$ cat config.mk
export PLATFORM = sky130hd
export DESIGN_NAME = int_wb_arbiter
export DESIGN_NICKNAME = d
export VERILOG_FILES = /design/src/rtl/int_wb_arbiter.sv
export SDC_FILE = /design/constraint.sdc
export NUM_CORES = 1
export LEC_CHECK = 0
export ABC_AREA = 1
export BUFFER_PORTS_ARGS = -buffer_cell sky130_fd_sc_hd__clkbuf_2
export CAP_MARGIN = 10
export CORE_AREA = 2 2 190 192
export DETAILED_ROUTE_END_ITERATION = 10
export DIE_AREA = 0 0 192 194
export GPL_ROUTABILITY_DRIVEN = 0
export PLACE_DENSITY = 0.78
export SYNTH_ARGS = -nofsm -noshare
export SYNTH_HDL_FRONTEND = slang
export SYNTH_SLANG_ARGS = --single-unit
$ cat constraint.sdc
create_clock -name clock -period 4.2 [get_ports clock]
set_input_delay 0.84 -clock clock [delete_from_list [all_inputs] [get_ports clock]]
set_output_delay 0.84 -clock clock [all_outputs]
set_load 0.01 [all_outputs]
$ cat src/rtl/int_wb_arbiter.sv
// Round-robin arbiter sharing two registered integer writeback ports among NUM_REQ units.
// Optional build macro WB_ARB_STALL_CNT_EN adds per-requester saturating stall counters.
module int_wb_arbiter #(
  parameter int NUM_REQ = 4,
  parameter int PREG_W  = 6,
  parameter int ROBID_W = 7,
  parameter int DATA_W  = 64
) (
  input  logic                       clock,
  input  logic                       reset_n,
  input  logic [NUM_REQ-1:0]         req_valid,
  output logic [NUM_REQ-1:0]         req_ready,
  input  logic [NUM_REQ-1:0]         req_need_to_wb,
  input  logic [NUM_REQ*PREG_W-1:0]  req_prd,
  input  logic [NUM_REQ*ROBID_W-1:0] req_robid,
  input  logic [NUM_REQ*DATA_W-1:0]  req_result,
  output logic                       writeback0_valid,
  output logic                       writeback0_need_to_wb,
  output logic [PREG_W-1:0]          writeback0_prd,
  output logic [ROBID_W-1:0]         writeback0_robid,
  output logic [DATA_W-1:0]          writeback0_result,
  output logic                       writeback1_valid,
  output logic                       writeback1_need_to_wb,
  output logic [PREG_W-1:0]          writeback1_prd,
  output logic [ROBID_W-1:0]         writeback1_robid,
  output logic [DATA_W-1:0]          writeback1_result,
  input  logic                       flush_valid,
  input  logic [ROBID_W-1:0]         flush_robid
`ifdef WB_ARB_STALL_CNT_EN
  ,
  output logic [NUM_REQ*16-1:0]      stall_cnt
`endif
);

  localparam int PTR_W = $clog2(NUM_REQ);

  function automatic logic younger(input logic [ROBID_W-1:0] a, input logic [ROBID_W-1:0] f);
    if (a[ROBID_W-1] == f[ROBID_W-1]) return a[ROBID_W-2:0] > f[ROBID_W-2:0];
    else return a[ROBID_W-2:0] < f[ROBID_W-2:0];
  endfunction

  logic [PTR_W-1:0]   rr_ptr, rr_ptr_nxt, g0_idx, g1_idx, last_idx;
  logic               g0_valid, g1_valid;
  logic [NUM_REQ-1:0] squash, elig, grant;

  logic               g0_need, g1_need;
  logic [PREG_W-1:0]  g0_prd, g1_prd;
  logic [ROBID_W-1:0] g0_robid, g1_robid;
  logic [DATA_W-1:0]  g0_result, g1_result;

  logic               wb0_v_q, wb1_v_q, wb0_need_q, wb1_need_q;
  logic [PREG_W-1:0]  wb0_prd_q, wb1_prd_q;
  logic [ROBID_W-1:0] wb0_robid_q, wb1_robid_q;
  logic [DATA_W-1:0]  wb0_result_q, wb1_result_q;

  always_comb begin
    int idx;
    logic [PTR_W-1:0] pos;
    idx      = 0;
    pos      = '0;
    squash   = '0;
    grant    = '0;
    g0_valid = 1'b0;
    g1_valid = 1'b0;
    g0_idx   = '0;
    g1_idx   = '0;
    for (int i = 0; i < NUM_REQ; i++)
      squash[i] = req_valid[i] && flush_valid &&
                  younger(req_robid[i*ROBID_W +: ROBID_W], flush_robid);
    elig = req_valid & ~squash;
    for (int k = 0; k < NUM_REQ; k++) begin
      idx = int'(rr_ptr) + k;
      if (idx >= NUM_REQ) idx = idx - NUM_REQ;
      pos = PTR_W'(idx);
      if (elig[pos]) begin
        if (!g0_valid) begin
          g0_valid = 1'b1;
          g0_idx   = pos;
        end else if (!g1_valid) begin
          g1_valid = 1'b1;
          g1_idx   = pos;
        end
      end
    end
    if (g0_valid) grant[g0_idx] = 1'b1;
    if (g1_valid) grant[g1_idx] = 1'b1;
  end

  always_comb begin
    g0_need   = 1'b0;
    g1_need   = 1'b0;
    g0_prd    = '0;
    g1_prd    = '0;
    g0_robid  = '0;
    g1_robid  = '0;
    g0_result = '0;
    g1_result = '0;
    for (int i = 0; i < NUM_REQ; i++) begin
      if (g0_idx == PTR_W'(i)) begin
        g0_need   = req_need_to_wb[i];
        g0_prd    = req_prd[i*PREG_W +: PREG_W];
        g0_robid  = req_robid[i*ROBID_W +: ROBID_W];
        g0_result = req_result[i*DATA_W +: DATA_W];
      end
      if (g1_idx == PTR_W'(i)) begin
        g1_need   = req_need_to_wb[i];
        g1_prd    = req_prd[i*PREG_W +: PREG_W];
        g1_robid  = req_robid[i*ROBID_W +: ROBID_W];
        g1_result = req_result[i*DATA_W +: DATA_W];
      end
    end
  end

  always_comb begin
    last_idx = g1_valid ? g1_idx : g0_idx;
    if (!g0_valid)                         rr_ptr_nxt = rr_ptr;
    else if (int'(last_idx) == NUM_REQ-1)  rr_ptr_nxt = '0;
    else                                   rr_ptr_nxt = last_idx + PTR_W'(1);
  end

  assign req_ready = reset_n ? (squash | grant) : '0;

  // Winners are already filtered against this cycle's flush, so a younger entry never loads.
  always_ff @(posedge clock or negedge reset_n) begin
    if (!reset_n) begin
      rr_ptr       <= '0;
      wb0_v_q      <= 1'b0;
      wb0_need_q   <= 1'b0;
      wb0_prd_q    <= '0;
      wb0_robid_q  <= '0;
      wb0_result_q <= '0;
      wb1_v_q      <= 1'b0;
      wb1_need_q   <= 1'b0;
      wb1_prd_q    <= '0;
      wb1_robid_q  <= '0;
      wb1_result_q <= '0;
    end else begin
      rr_ptr  <= rr_ptr_nxt;
      wb0_v_q <= g0_valid;
      wb1_v_q <= g1_valid;
      if (g0_valid) begin
        wb0_need_q   <= g0_need;
        wb0_prd_q    <= g0_prd;
        wb0_robid_q  <= g0_robid;
        wb0_result_q <= g0_result;
      end
      if (g1_valid) begin
        wb1_need_q   <= g1_need;
        wb1_prd_q    <= g1_prd;
        wb1_robid_q  <= g1_robid;
        wb1_result_q <= g1_result;
      end
    end
  end

  assign writeback0_valid      = wb0_v_q && !(flush_valid && younger(wb0_robid_q, flush_robid));
  assign writeback0_need_to_wb = wb0_need_q;
  assign writeback0_prd        = wb0_prd_q;
  assign writeback0_robid      = wb0_robid_q;
  assign writeback0_result     = wb0_result_q;
  assign writeback1_valid      = wb1_v_q && !(flush_valid && younger(wb1_robid_q, flush_robid));
  assign writeback1_need_to_wb = wb1_need_q;
  assign writeback1_prd        = wb1_prd_q;
  assign writeback1_robid      = wb1_robid_q;
  assign writeback1_result     = wb1_result_q;

`ifdef WB_ARB_STALL_CNT_EN
  for (genvar i = 0; i < NUM_REQ; i++) begin : g_stall
    logic [15:0] cnt_q;
    always_ff @(posedge clock or negedge reset_n) begin
      if (!reset_n)                                        cnt_q <= '0;
      else if (req_valid[i] && !req_ready[i] && cnt_q != 16'hFFFF) cnt_q <= cnt_q + 16'd1;
    end
    assign stall_cnt[i*16 +: 16] = cnt_q;
  end
`endif

  a_distinct_ports: assert property (@(posedge clock) disable iff (!reset_n)
    g1_valid |-> (g0_valid && g0_idx != g1_idx));

endmodule

# Word-level counts from Yosys, hierarchy flattened
# Cells that the tools add are included.
# word_totals
output_inout_bits,162
wordCells,162
ff_bits,160
inputBits,326
# op_classes
eq_ne,13
add_sub_neg,8
reduce_logical,18
bitwise_logic,4
order_cmp,24
mux,84
# ops
cell,n
$mux W64,8
$mux W7,8
$mux W6,8
$mux W2,21
$gt A6 B6 Y1,6
$lt A6 B6 Y1,6
$mux W1,30
$lt A2 B3 Y1 const B,6
$logic_and A1 B1 Y1,14
$mux W4,3
$ge A3 B3 Y1 const B,3
$bmux W1 S2,4
$eq A2 B2 Y1 const B,4
$or A4 B4 Y4,2
$sub A2 B1 Y2 const B,4
$add A2 B2 Y3 const B,2
$eq A1 B1 Y1,6
$eq A2 B1 Y1 const B,3
$and A4 B4 Y4,1
$demux W1 S2,2
$ge A2 B1 Y1 const B,2
$logic_not A2 Y1,2
$not A4 Y4,1
$add A2 B1 Y3 const B,1
3 further kinds,4

# Depth between registers and ports, before layout
# depth
depth_word,24
ltp_mapped,28
depth_no_buf,26

# Worst setup path before layout
# No wires, ideal clock.
# synth_timing
path_type,in2out
start,input flush_robid[5]
end,output req_ready[0]
path_slack_ns,-0.067
path_buffers,2
t_required_ns,3.360
cell_stages,24
arrival_ns,3.427
cell_sequence,inv_1 -> ha_1 -> nand2_1 -> nor2_1 -> nand2_1 -> nand3_1 -> a21oi_1 -> nand2_2 -> nand3_2 -> nand2_1 -> nand2_1 -> nand2_2 -> ha_1 -> inv_1 -> nand2_1 -> o21ai_0 -> nand2_1 -> nand2_1 -> nand2_2 -> nand2_4 -> buf_6 -> buf_2 -> nand3_1 -> a31oi_1
# synth_via
elab_chain_cells,24
elab_cells_between_ends,66
cone_classes,order compare: 12; mux: 44; bitwise: 4; reduce/logical: 6
# synth_rtl
element,line_no,rtl
from (decl),28,input logic [ROBID_W-1:0] flush_robid
$lt A6 B6 Y1 or $gt A6 B6 Y1 (tied branches),"39, 38",
$mux W1,38,if (a[ROBID_W-1] == f[ROBID_W-1]) return a[ROBID_W-2:0] > f[ROBID_W-2:0];
$logic_and A1 B1 Y1,68,squash[i] = req_valid[i] && flush_valid &&
$not A4 Y4,70,elig = req_valid & ~squash;
$and A4 B4 Y4,70,
$bmux W1 S2,75,if (elig[pos]) begin
$mux W1 (implied by the code),75,
$mux W1,75,
[8 not listed],--,
$lt A2 B3 Y1 (implied by the code) or $ge A2 B1 Y1 (tied branches),86,if (g1_valid) grant[g1_idx] = 1'b1;
$logic_and A1 B1 Y1 (implied by the code),86,
$mux W1 (implied by the code),86,
$demux W1 S2,86,
$or A4 B4 Y4 (no source line),--,
$mux W4,86,
$or A4 B4 Y4 (*),121,assign req_ready = reset_n ? (squash | grant) : '0;
$mux W4 (*),121,
to (decl),12,"output logic [NUM_REQ-1:0] req_ready,"
# Mark *: on every way between the ends. The rest lies on a longest branch, timed or not. The select of a mux whose other input is x is not followed.

# Worst setup path in the final report
# layout_timing
start,input flush_robid[1]
end,output req_ready[3]
# Same word-level chain as after synthesis.

==> summary.md <==
| Metric | Value |
|---|---|
| Worst Skew | `11.79 ps` |
| CTS buffer count | `17` |
| Final HPWL from detailed placement | `38610 um` |
| Nature of the critical path endpoint | `output pin` |
| Failing checks | `negative setup slack` |
| Reg2reg start | `rr_ptr[0]` |
| Synth cell types | `36` |
| R2R cell count | `15` |
| Clock transition at path regs | `70 ps` |
| Cell Area, Synth | `13750 um2` |
| WS Path Type | `in -> out` |
| Final Max Tran Viols | `0` |
| Slew headroom | `0.2736` |
| CP Launch Type | `input port` |
| Die width | `192 um` |
| DRT iter0 DRCs | `1666` |
| DR pass1 iterations | `9` |
| R2r endpoint | `rr_ptr[1]` |
| FILL cells | `3432` |
| R2r setup slk | `670 ps` |
| Placement row count | `69` |
| Min Tclk post-route | `4338 ps` |
| Synth Instances | `2224` |
| Critical path data required time | `3360 ps` |
| Dominant cell type by area after synthesis | `dfrtp_1` |
| Wire per inst | `18.28 um` |
| Initial antenna violation count | `1` |
| Initial core utilization | `0.3903` |
| H-tree depth | `4` |
| Sequential share of the synthesized area | `0.2912` |
| Worst-Skew Late Latency | `440 ps` |
| IO Port Bufs | `487` |
| Vias in the first global route | `16850` |
| Post-DRT Antenna Nets | `0` |
| DRC viols | `0` |
| GRT Total Usage | `0.3005` |
| Num ports | `488` |
| Final Hold Fails | `0` |
| Via count | `17320` |
| Fin cells | `3142` |
| Max Fclk | `230.5 MHz` |
| Synth area leaders | `dfrtp_1 29%, nand2_1 22%, nand3_1 16%` |
| Sequential Area | `4004 um2` |
| Max cap viols | `0` |
| Top cell type's share of synthesized area | `0.2912` |
| Syn avg cell area | `6.182 um2` |
| Die ar. | `37250 um2` |
| Vias per inst | `5.514` |
| First-pass GRT wire length | `88440 um` |
| Core area | `35220 um2` |
| Actual slew at the worst max-slew pin | `1090 ps` |
| CTS max path bufs | `2` |
| Total gr overflow | `0` |
| Tcrit/Tclk final | `1.033` |
| Root Driver | `clkbuf_16` |
| Synth Register Bits | `160` |
| Routed WL | `57440 um` |
| Clock sink count | `160` |
| Area Growth Syn to Fin | `30.01%` |
| CP arrival | `3500 ps` |
| Layout net count | `3032` |
| Die height | `194 um` |
| Multi-input logic area | `8330 um2` |
| CTS tree | `done` |
| Share of layout cells above drive strength 1 | `0.2780` |
| Worst hold slack | `330.0 ps` |
| Largest net degree at the start of global routing | `85` |
| HP Class | `in -> async` |
| Synth Warn # | `0` |
| Unrepaired setup endpoints after global routing | `true` |
| Setup slack after layout | `-137.6 ps` |
| Status | `finished with violations` |
| Crit path max fanout | `4` |
| Syn nets | `2588` |
| Setup violations, final | `4` |
| Placed cells | `3098` |
## critical path: stages
cell and delay [ps]:
buf_8 80, inv_8 40, buf_6 120, ha_4 260, inv_2 30, o21bai_1 140
nand2_1 110, nand3_1 100, nand2_1 70, nand3_2 90, nand3_2 100, nand2_1 90
nand2_2 80, nand2_4 120, ha_4 200, inv_2 60, nand2_2 60, o21ai_2 60
nand2_1 70, nand2_2 100, nand2_2 80, nand2_4 120, nor2_4 50, nor2_2 150
a21oi_2 90, buf_2 160
## placed cells by master (no fill, tap or decap), types with 37 or more instances in the layout
| cell type | count |
|---|---|
| a21oi_1 | 40 |
| buf_4 | 80 |
| clkbuf_2 | 478 |
| dfrtp_1 | 160 |
| inv_1 | 257 |
| nand2_1 | 792 |
| nand3_1 | 437 |
| nand3_2 | 39 |
| nand4_1 | 39 |
| nor2_1 | 44 |
| o21ai_0 | 37 |
| o21ai_1 | 49 |
| o21bai_1 | 43 |
## worst max path at each step
| stage | startpoint | end | slack, ps | depth (start not counted) |
|---|---|---|---|---|
| after floorplan | flush_robid[5] | req_ready[0] | -7 | 24 |
| after global placement | flush_robid[1] | req_ready[0] | -150 | 24 |
| after detailed placement | flush_robid[3] | req_ready[1] | -270 | 20 |
| after CTS | flush_robid[1] | req_ready[0] | -30 | 22 |
| after global routing | flush_robid[4] | req_ready[3] | -220 | 25 |
| final | flush_robid[1] | req_ready[3] | -140 | 26 |
## final cells by class
class,instances,share of cell area
timing repair buffer,581,0.1849
antenna,1,0.0001400
multi-input combinational,1635,0.4661
tap,461,0.03227
sequential,160,0.2240
clock inverter,12,0.008890
clock buffer,19,0.02478
inverter,273,0.05887
## cell families after synthesis
kind of cell | after synthesis | share of synthesized area
DFF | 160 | 0.2912
xor gates and xnor gates | 7 | 0.006098
and+or+nand+nor | 1408 | 0.4551
adders and majority gates | 38 | 0.03458
AOI/OAI and AO/OA | 182 | 0.07536
buffers and inverters | 429 | 0.1376
## through the flow
| stage | area, um2 | setup WS, ps | utilization | TNS [ps] |
|---|---|---|---|---|
| 2_1_floorplan | 13760 | -6.888 | - | -6.888 |
| 3_3_place_gp | 16660 | -145.6 | 0.4730 | -465.0 |
| 3_5_place_dp | 16660 | -267.0 | 0.4730 | -9218 |
| 4_1_cts | 17680 | -25.53 | 0.5020 | -39.08 |
| 5_1_grt | 17870 | -223.8 | 0.5074 | -808.4 |
| 6_report | 17870 | -137.6 | 0.5074 | -446.5 |
## flip-flops by register name, summed over array words and instances, names as in the netlist, 2 cells and up
register and flops:
writeback1_result 64, writeback0_result 64, writeback0_prd 6, rr_ptr 2
writeback1_prd 6, writeback0_robid 7, writeback1_robid 7
## cells in the mapped netlist, drive strengths merged
cell type,count
nand2,829
nand3,483
inv,271
dfrtp,160
buf,111
o21ai,88
nor2,55
clkbuf,45
a21oi,44
o21bai,43
nand4,39
ha,38
a31oi,4
xnor2,4
xor2,3
clkinv,2
a21boi,1
nand3b,1
nor3,1
o211ai,1
o221ai,1
## repair_timing
item	CTS	global route
pin swaps	36	39
hold buffers	0	0
hold endpoints to repair	0	0
resized for setup	72	43
buffers inserted	8	4
endpoints found under the setup margin	4	8
## routing by layer
layer | global-route usage | share of wire | wire (um) | vias to the layer above
met1 | 0.3711 | 0.38 | 21670 | 7907
li1 | - | - | - | 7975
met3 | 0.08217 | 0.12 | 6630 | 242
met2 | 0.4763 | 0.46 | 26160 | 1200
met5 | 0 | 0 | 0 | -
met4 | 0.1580 | 0.052 | 2980 | 0
Power is left out: the tool's default activity adds up to more than one toggle a clock period on the data nets, which glitch-free logic cannot reach.
